[src/rtl/nes_joypad_emu.sv]
// NES controller emulator: debounced board buttons presented as a 4021-style serial shift register.
// Optional turbo A/B support is compiled in with `define NES_JOYPAD_TURBO_EN.
module nes_joypad_emu #(
  parameter int unsigned DEBOUNCE_CYCLES   = 1000000,
  parameter int unsigned TURBO_HALF_CYCLES = 3333333
) (
  input  logic       CLK_100MHZ,
  input  logic       nRESET,
  input  logic [7:0] BTN_n,
`ifdef NES_JOYPAD_TURBO_EN
  input  logic [1:0] TURBO,
`endif
  input  logic       NES_JOYPAD_CLK,
  input  logic       NES_JOYPAD_LATCH,
  output logic       NES_JOYPAD_DATA,
  output logic [7:0] BTN_STATE
);

  localparam int unsigned DbW = (DEBOUNCE_CYCLES > 1) ? $clog2(DEBOUNCE_CYCLES) : 1;
  localparam logic [DbW-1:0] DbMax = DbW'(DEBOUNCE_CYCLES - 1);

  localparam logic [1:0] StIdle  = 2'd0;
  localparam logic [1:0] StLoad  = 2'd1;
  localparam logic [1:0] StShift = 2'd2;
  localparam logic [1:0] StEmpty = 2'd3;

  logic [1:0] rst_sync_q;
  logic       rst_n;

  always_ff @(posedge CLK_100MHZ or negedge nRESET) begin
    if (!nRESET) rst_sync_q <= 2'b00;
    else         rst_sync_q <= {rst_sync_q[0], 1'b1};
  end
  assign rst_n = rst_sync_q[1];

  // Synchronisers run on the raw reset so they are already settled when the core is released.
  logic [7:0] btn_s1_q, btn_s2_q;
  logic [2:0] jclk_q;
  logic [1:0] latch_q;

  always_ff @(posedge CLK_100MHZ or negedge nRESET) begin
    if (!nRESET) begin
      btn_s1_q <= 8'h00;
      btn_s2_q <= 8'h00;
      jclk_q   <= 3'b000;
      latch_q  <= 2'b00;
    end else begin
      btn_s1_q <= ~BTN_n;
      btn_s2_q <= btn_s1_q;
      jclk_q   <= {jclk_q[1:0], NES_JOYPAD_CLK};
      latch_q  <= {latch_q[0], NES_JOYPAD_LATCH};
    end
  end

  logic latch_sync, clk_rise;
  assign latch_sync = latch_q[1];
  assign clk_rise   = jclk_q[1] & ~jclk_q[2];

  logic [7:0][DbW-1:0] db_cnt_q, db_cnt_d;
  logic [7:0]          btn_state_q, btn_state_d;

  always_comb begin
    db_cnt_d    = db_cnt_q;
    btn_state_d = btn_state_q;
    for (int i = 0; i < 8; i++) begin
      if (btn_s2_q[i] == btn_state_q[i]) begin
        db_cnt_d[i] = '0;
      end else if (db_cnt_q[i] == DbMax) begin
        btn_state_d[i] = btn_s2_q[i];
        db_cnt_d[i]    = '0;
      end else begin
        db_cnt_d[i] = db_cnt_q[i] + 1'b1;
      end
    end
  end

  always_ff @(posedge CLK_100MHZ or negedge rst_n) begin
    if (!rst_n) begin
      db_cnt_q    <= '0;
      btn_state_q <= 8'h00;
    end else begin
      db_cnt_q    <= db_cnt_d;
      btn_state_q <= btn_state_d;
    end
  end

  logic [7:0] report;

`ifdef NES_JOYPAD_TURBO_EN
  localparam int unsigned TbW = (TURBO_HALF_CYCLES > 1) ? $clog2(TURBO_HALF_CYCLES) : 1;
  localparam logic [TbW-1:0] TbMax = TbW'(TURBO_HALF_CYCLES - 1);

  logic [TbW-1:0] turbo_cnt_q;
  logic           phase_q;

  always_ff @(posedge CLK_100MHZ or negedge rst_n) begin
    if (!rst_n) begin
      turbo_cnt_q <= '0;
      phase_q     <= 1'b0;
    end else if (turbo_cnt_q == TbMax) begin
      turbo_cnt_q <= '0;
      phase_q     <= ~phase_q;
    end else begin
      turbo_cnt_q <= turbo_cnt_q + 1'b1;
    end
  end

  assign report = {btn_state_q[7:2],
                   btn_state_q[1] & (~TURBO[1] | phase_q),
                   btn_state_q[0] & (~TURBO[0] | phase_q)};
`else
  assign report = btn_state_q;
`endif

  logic [1:0] state_q, state_d;
  logic [7:0] sr_q, sr_d;
  logic [3:0] bit_cnt_q, bit_cnt_d;
  logic       data_q;

  // Latch has priority over a coincident clock edge; Idle ignores clocks until the first load.
  always_comb begin
    state_d   = state_q;
    sr_d      = sr_q;
    bit_cnt_d = bit_cnt_q;
    if (latch_sync) begin
      state_d   = StLoad;
      sr_d      = report;
      bit_cnt_d = 4'd0;
    end else begin
      case (state_q)
        StLoad, StShift: begin
          if (clk_rise) begin
            sr_d      = {1'b1, sr_q[7:1]};
            bit_cnt_d = bit_cnt_q + 4'd1;
            state_d   = (bit_cnt_q == 4'd7) ? StEmpty : StShift;
          end else if (state_q == StLoad) begin
            state_d = StShift;
          end
        end
        StEmpty: begin
          if (clk_rise) sr_d = {1'b1, sr_q[7:1]};
        end
        default: ;
      endcase
    end
  end

  always_ff @(posedge CLK_100MHZ or negedge rst_n) begin
    if (!rst_n) begin
      state_q   <= StIdle;
      sr_q      <= 8'h00;
      bit_cnt_q <= 4'd0;
      data_q    <= 1'b1;
    end else begin
      state_q   <= state_d;
      sr_q      <= sr_d;
      bit_cnt_q <= bit_cnt_d;
      data_q    <= ~sr_q[0];
    end
  end

  assign NES_JOYPAD_DATA = data_q;
  assign BTN_STATE       = btn_state_q;

endmodule

[config.mk]
export PLATFORM = sky130hd
export DESIGN_NAME = nes_joypad_emu
export DESIGN_NICKNAME = d
export VERILOG_FILES = /design/src/rtl/nes_joypad_emu.sv
export SDC_FILE = /design/constraint.sdc
export NUM_CORES = 1
export LEC_CHECK = 0
export CORE_UTILIZATION = 56
export CTS_CLUSTER_DIAMETER = 30
export DETAILED_ROUTE_END_ITERATION = 12
export PLACE_DENSITY = 0.76
export SYNTH_ARGS = -nofsm -noshare
export SYNTH_HDL_FRONTEND = slang
export SYNTH_SLANG_ARGS = --single-unit
export TNS_END_PERCENT = 5
[constraint.sdc]
create_clock -name CLK_100MHZ -period 5.1 [get_ports CLK_100MHZ]
set_clock_uncertainty 0.05 [all_clocks]
set_input_delay 0.765 -clock CLK_100MHZ [delete_from_list [all_inputs] [get_ports CLK_100MHZ]]
set_output_delay 0.765 -clock CLK_100MHZ [all_outputs]
set_load 0.005 [all_outputs]
==> results.yml <==
global_routing:
  antenna_found_initial: 0
  globalRoute.totalOverflow: 0
  grt_pass1_wl_um: 32300
  first_global_vias: 7022
  grt_max_degree: 85
  grt_usage_pct: 22.2
finish:
  diodes: 0
  area_growth_pct: 20.0
  final_util_pct: 69.3
  fillCellCount: 1208
  final_cells: 1256
  final_nets: 1027
  drive_gt1_share_pct: 10.1
  finalInstanceArea_um2: 11600
place:
  place_congestion: 0.827
  dp_cells: 1182
  dp_hpwl_um: 11200
  numPortBuffers: 20
  dpl_worst_slack_ps: 2580
  placed_area_um2: 10100
drt:
  drtAntennaViolNets: 0
  routed_wl_um: 18300
  drtIter0Drc: 364
  via_per_inst: 5.61
  routedWlPerCell_um: 14.6
  drcViolationCount: 0
  dr.pass1.iters: 5
  num_vias: 7040
setup_path:
  slowest_stage: "or4_1"
  path_class: "reg2reg"
  worst_setup_path_end_kind: "register"
  worstPathMaxFanout: 12
  startpoint_type: "register"
  critPathMostFrequentCell: "or4_1"
  crit_arrival_ps: 2830
  critPathMaxStageDelay_ps: 550
  required_ps: 5440
  path_cells: "or4_1 > or4_1 > o21ai_1 > buf_4 > nor2_1"
clock_tree:
  post_cts_resized: 0
  cts.path.max_buffers: 3
  cts_tree: "built"
  cts_setup_buffers: 0
  holdBufCountCts: 0
  clkTransAtPathRegs_ps: 50
  cts_root_buf: "clkbuf_16"
  clock_latency_ps: 510
  cts.sinks: 206
  h-tree-depth: 2
  cts_buffers: 40
power:
  switching_share_pct: 22.1
  power_density_nw_per_um2: 402
  switching_power_mw: 1.03
  power.internal_mw: 3.62
  peakVddDrop_mv: 0.437
  p_leak_nw: 4.75
  power_frac_comb_pct: 3.0
  clkPwrFrac_pct: 60.0
  p_total_mw: 4.65
  power_frac_seq_pct: 37.0
synth:
  synth_area_leaders: "dfrtp_1 (53%), xnor2_1 (6.8%), nor2_1 (5.8%)"
  synthCells: 955
  ys_seq_area_share_pct: 53.5
  synth_common_cells: "dfrtp_1 (205), nor2_1 (148), xnor2_1 (75)"
  yosysWarnings: 0
  ys.flop_type: "dfrtp_1"
  yosys.area.top_type: "dfrtp_1"
  synthArstFlopShare_pct: 100
  ys_seq_elements: 206
  yosysMostFrequentCell: "dfrtp_1"
  synth_cell_types: 44
  synth_edf_count: 0
  syn_area_um2: 9640
  syn_nets: 978
  yosys.area.top_type_share_pct: 53.2
  avgSynthCellArea_um2: 10.1
floorplan:
  dieArea_um2: 17700
  core_um2: 16700
  initial_utilization_pct: 57.7
  die_x_um: 133
  pin_count: 21
  die_y_um: 133
  rows: 47
flow_run:
  drv_cap: 0
sta:
  holdWs_ps: 292
  setup_viol: 0
  period_needed_ps: 2490
  period_share_pct: 48.8
  slew_violations: 0
  maxSlewHeadroom_pct: 27.1
  clock.fmax_mhz: 402
  hold_violations: 0
  setup_ws_ps: 2610
  tns_ps: 0
  worstMarginPinSlew_ps: 1090
  grt_setup_unrepaired: "false"
run_status:
  outcome: "finished clean"
hold_path:
  hold_path_class: "reg2reg"
routing by layer:
| metal | up-vias | track usage, % | share of wire, % |
|---|---|---|---|
| met2 | 135 | 35.4 | 47 |
| li1 | 3463 | - | - |
| met3 | 35 | 4.34 | 4.1 |
| met4 | 0 | 8.71 | 2.0 |
| met1 | 3407 | 30.1 | 47 |
| met5 | - | 0 | 0 |
logic make-up (layout without fill, tap and decap cells):
family,after synthesis,count (layout),synth area share [%]
AOI/OAI and AO/OA,85,85,5.13
xor gates and xnor gates,119,119,10.8
adders and majority gates,11,11,1.43
buffers and inverters,67,148,2.79
DFF,206,206,53.5
muxes,21,21,2.28
other,1,1,0.0389
and+or+nand+nor,445,445,24.0
worst paths after layout:
path	start	to	slack, ps	cells after the start
max	db_cnt_q[152]$_DFF_PN0_	db_cnt_q[153]$_DFF_PN0_	2610	5
min	btn_s1_q[7]$_DFF_PN0_	btn_s2_q[7]$_DFF_PN0_	290	0
max reg2reg	db_cnt_q[152]$_DFF_PN0_	db_cnt_q[153]$_DFF_PN0_	2610	5
min reg2reg	btn_s1_q[7]$_DFF_PN0_	btn_s2_q[7]$_DFF_PN0_	290	0
max in group asynchronous	rst_sync_q[1]$_DFF_PN0_	NES_JOYPAD_DATA$_DFF_PN1_	3400	1
min in group asynchronous	rst_sync_q[1]$_DFF_PN0_	BTN_STATE[6]$_DFFE_PN0P_	510	0
power by group through the flow:
stage	registers (mW)	logic (mW)	clock network, mW
4_1_cts	1.72	0.143	2.84
3_5_place_dp	1.75	0.140	0
2_1_floorplan	1.74	0.0897	0
5_1_grt	1.73	0.165	2.93
6_report	1.72	0.141	2.79
3_3_place_gp	1.74	0.136	0
final cells by class:
cell class | instances | area [um^2] | share of cell area (%)
clock inverter | 28 | 380 | 3.29
timing repair buffer | 28 | 273 | 2.36
tap | 220 | 275 | 2.38
sequential | 206 | 5160 | 44.6
multi-input combinational | 682 | 4230 | 36.6
clock buffer | 46 | 1080 | 9.30
inverter | 46 | 173 | 1.49
layout by cell type, fill, tap and decap left out, drive strengths merged, types with 26 or more instances in the layout:
cell type / count
xnor2: 75
a21oi: 35
nand4: 38
nor2: 148
nor4: 26
nand2: 54
nor3: 35
o21ai: 35
clkbuf: 46
inv: 54
xor2: 44
dfrtp: 205
nand3: 56
worst max-delay path, delay by kind of cell (launching register included):
kind                   cells  cell delay [ps]
AO/OA/AOI/OAI              1              470
buffers and inverters      1              290
AND/OR/NAND/NOR            3             1140
flip-flops                 1              410
flip-flops by register name, indices dropped and copies added (netlist names):
register	cells
db_cnt_q	160
BTN_STATE	8
btn_s1_q	8
btn_s2_q	8
sr_q	8
bit_cnt_q	4
jclk_q	3
latch_q	2
rst_sync_q	2
state_q	2
NES_JOYPAD_DATA	1
Note: power is estimated with default switching activity, not from simulation.
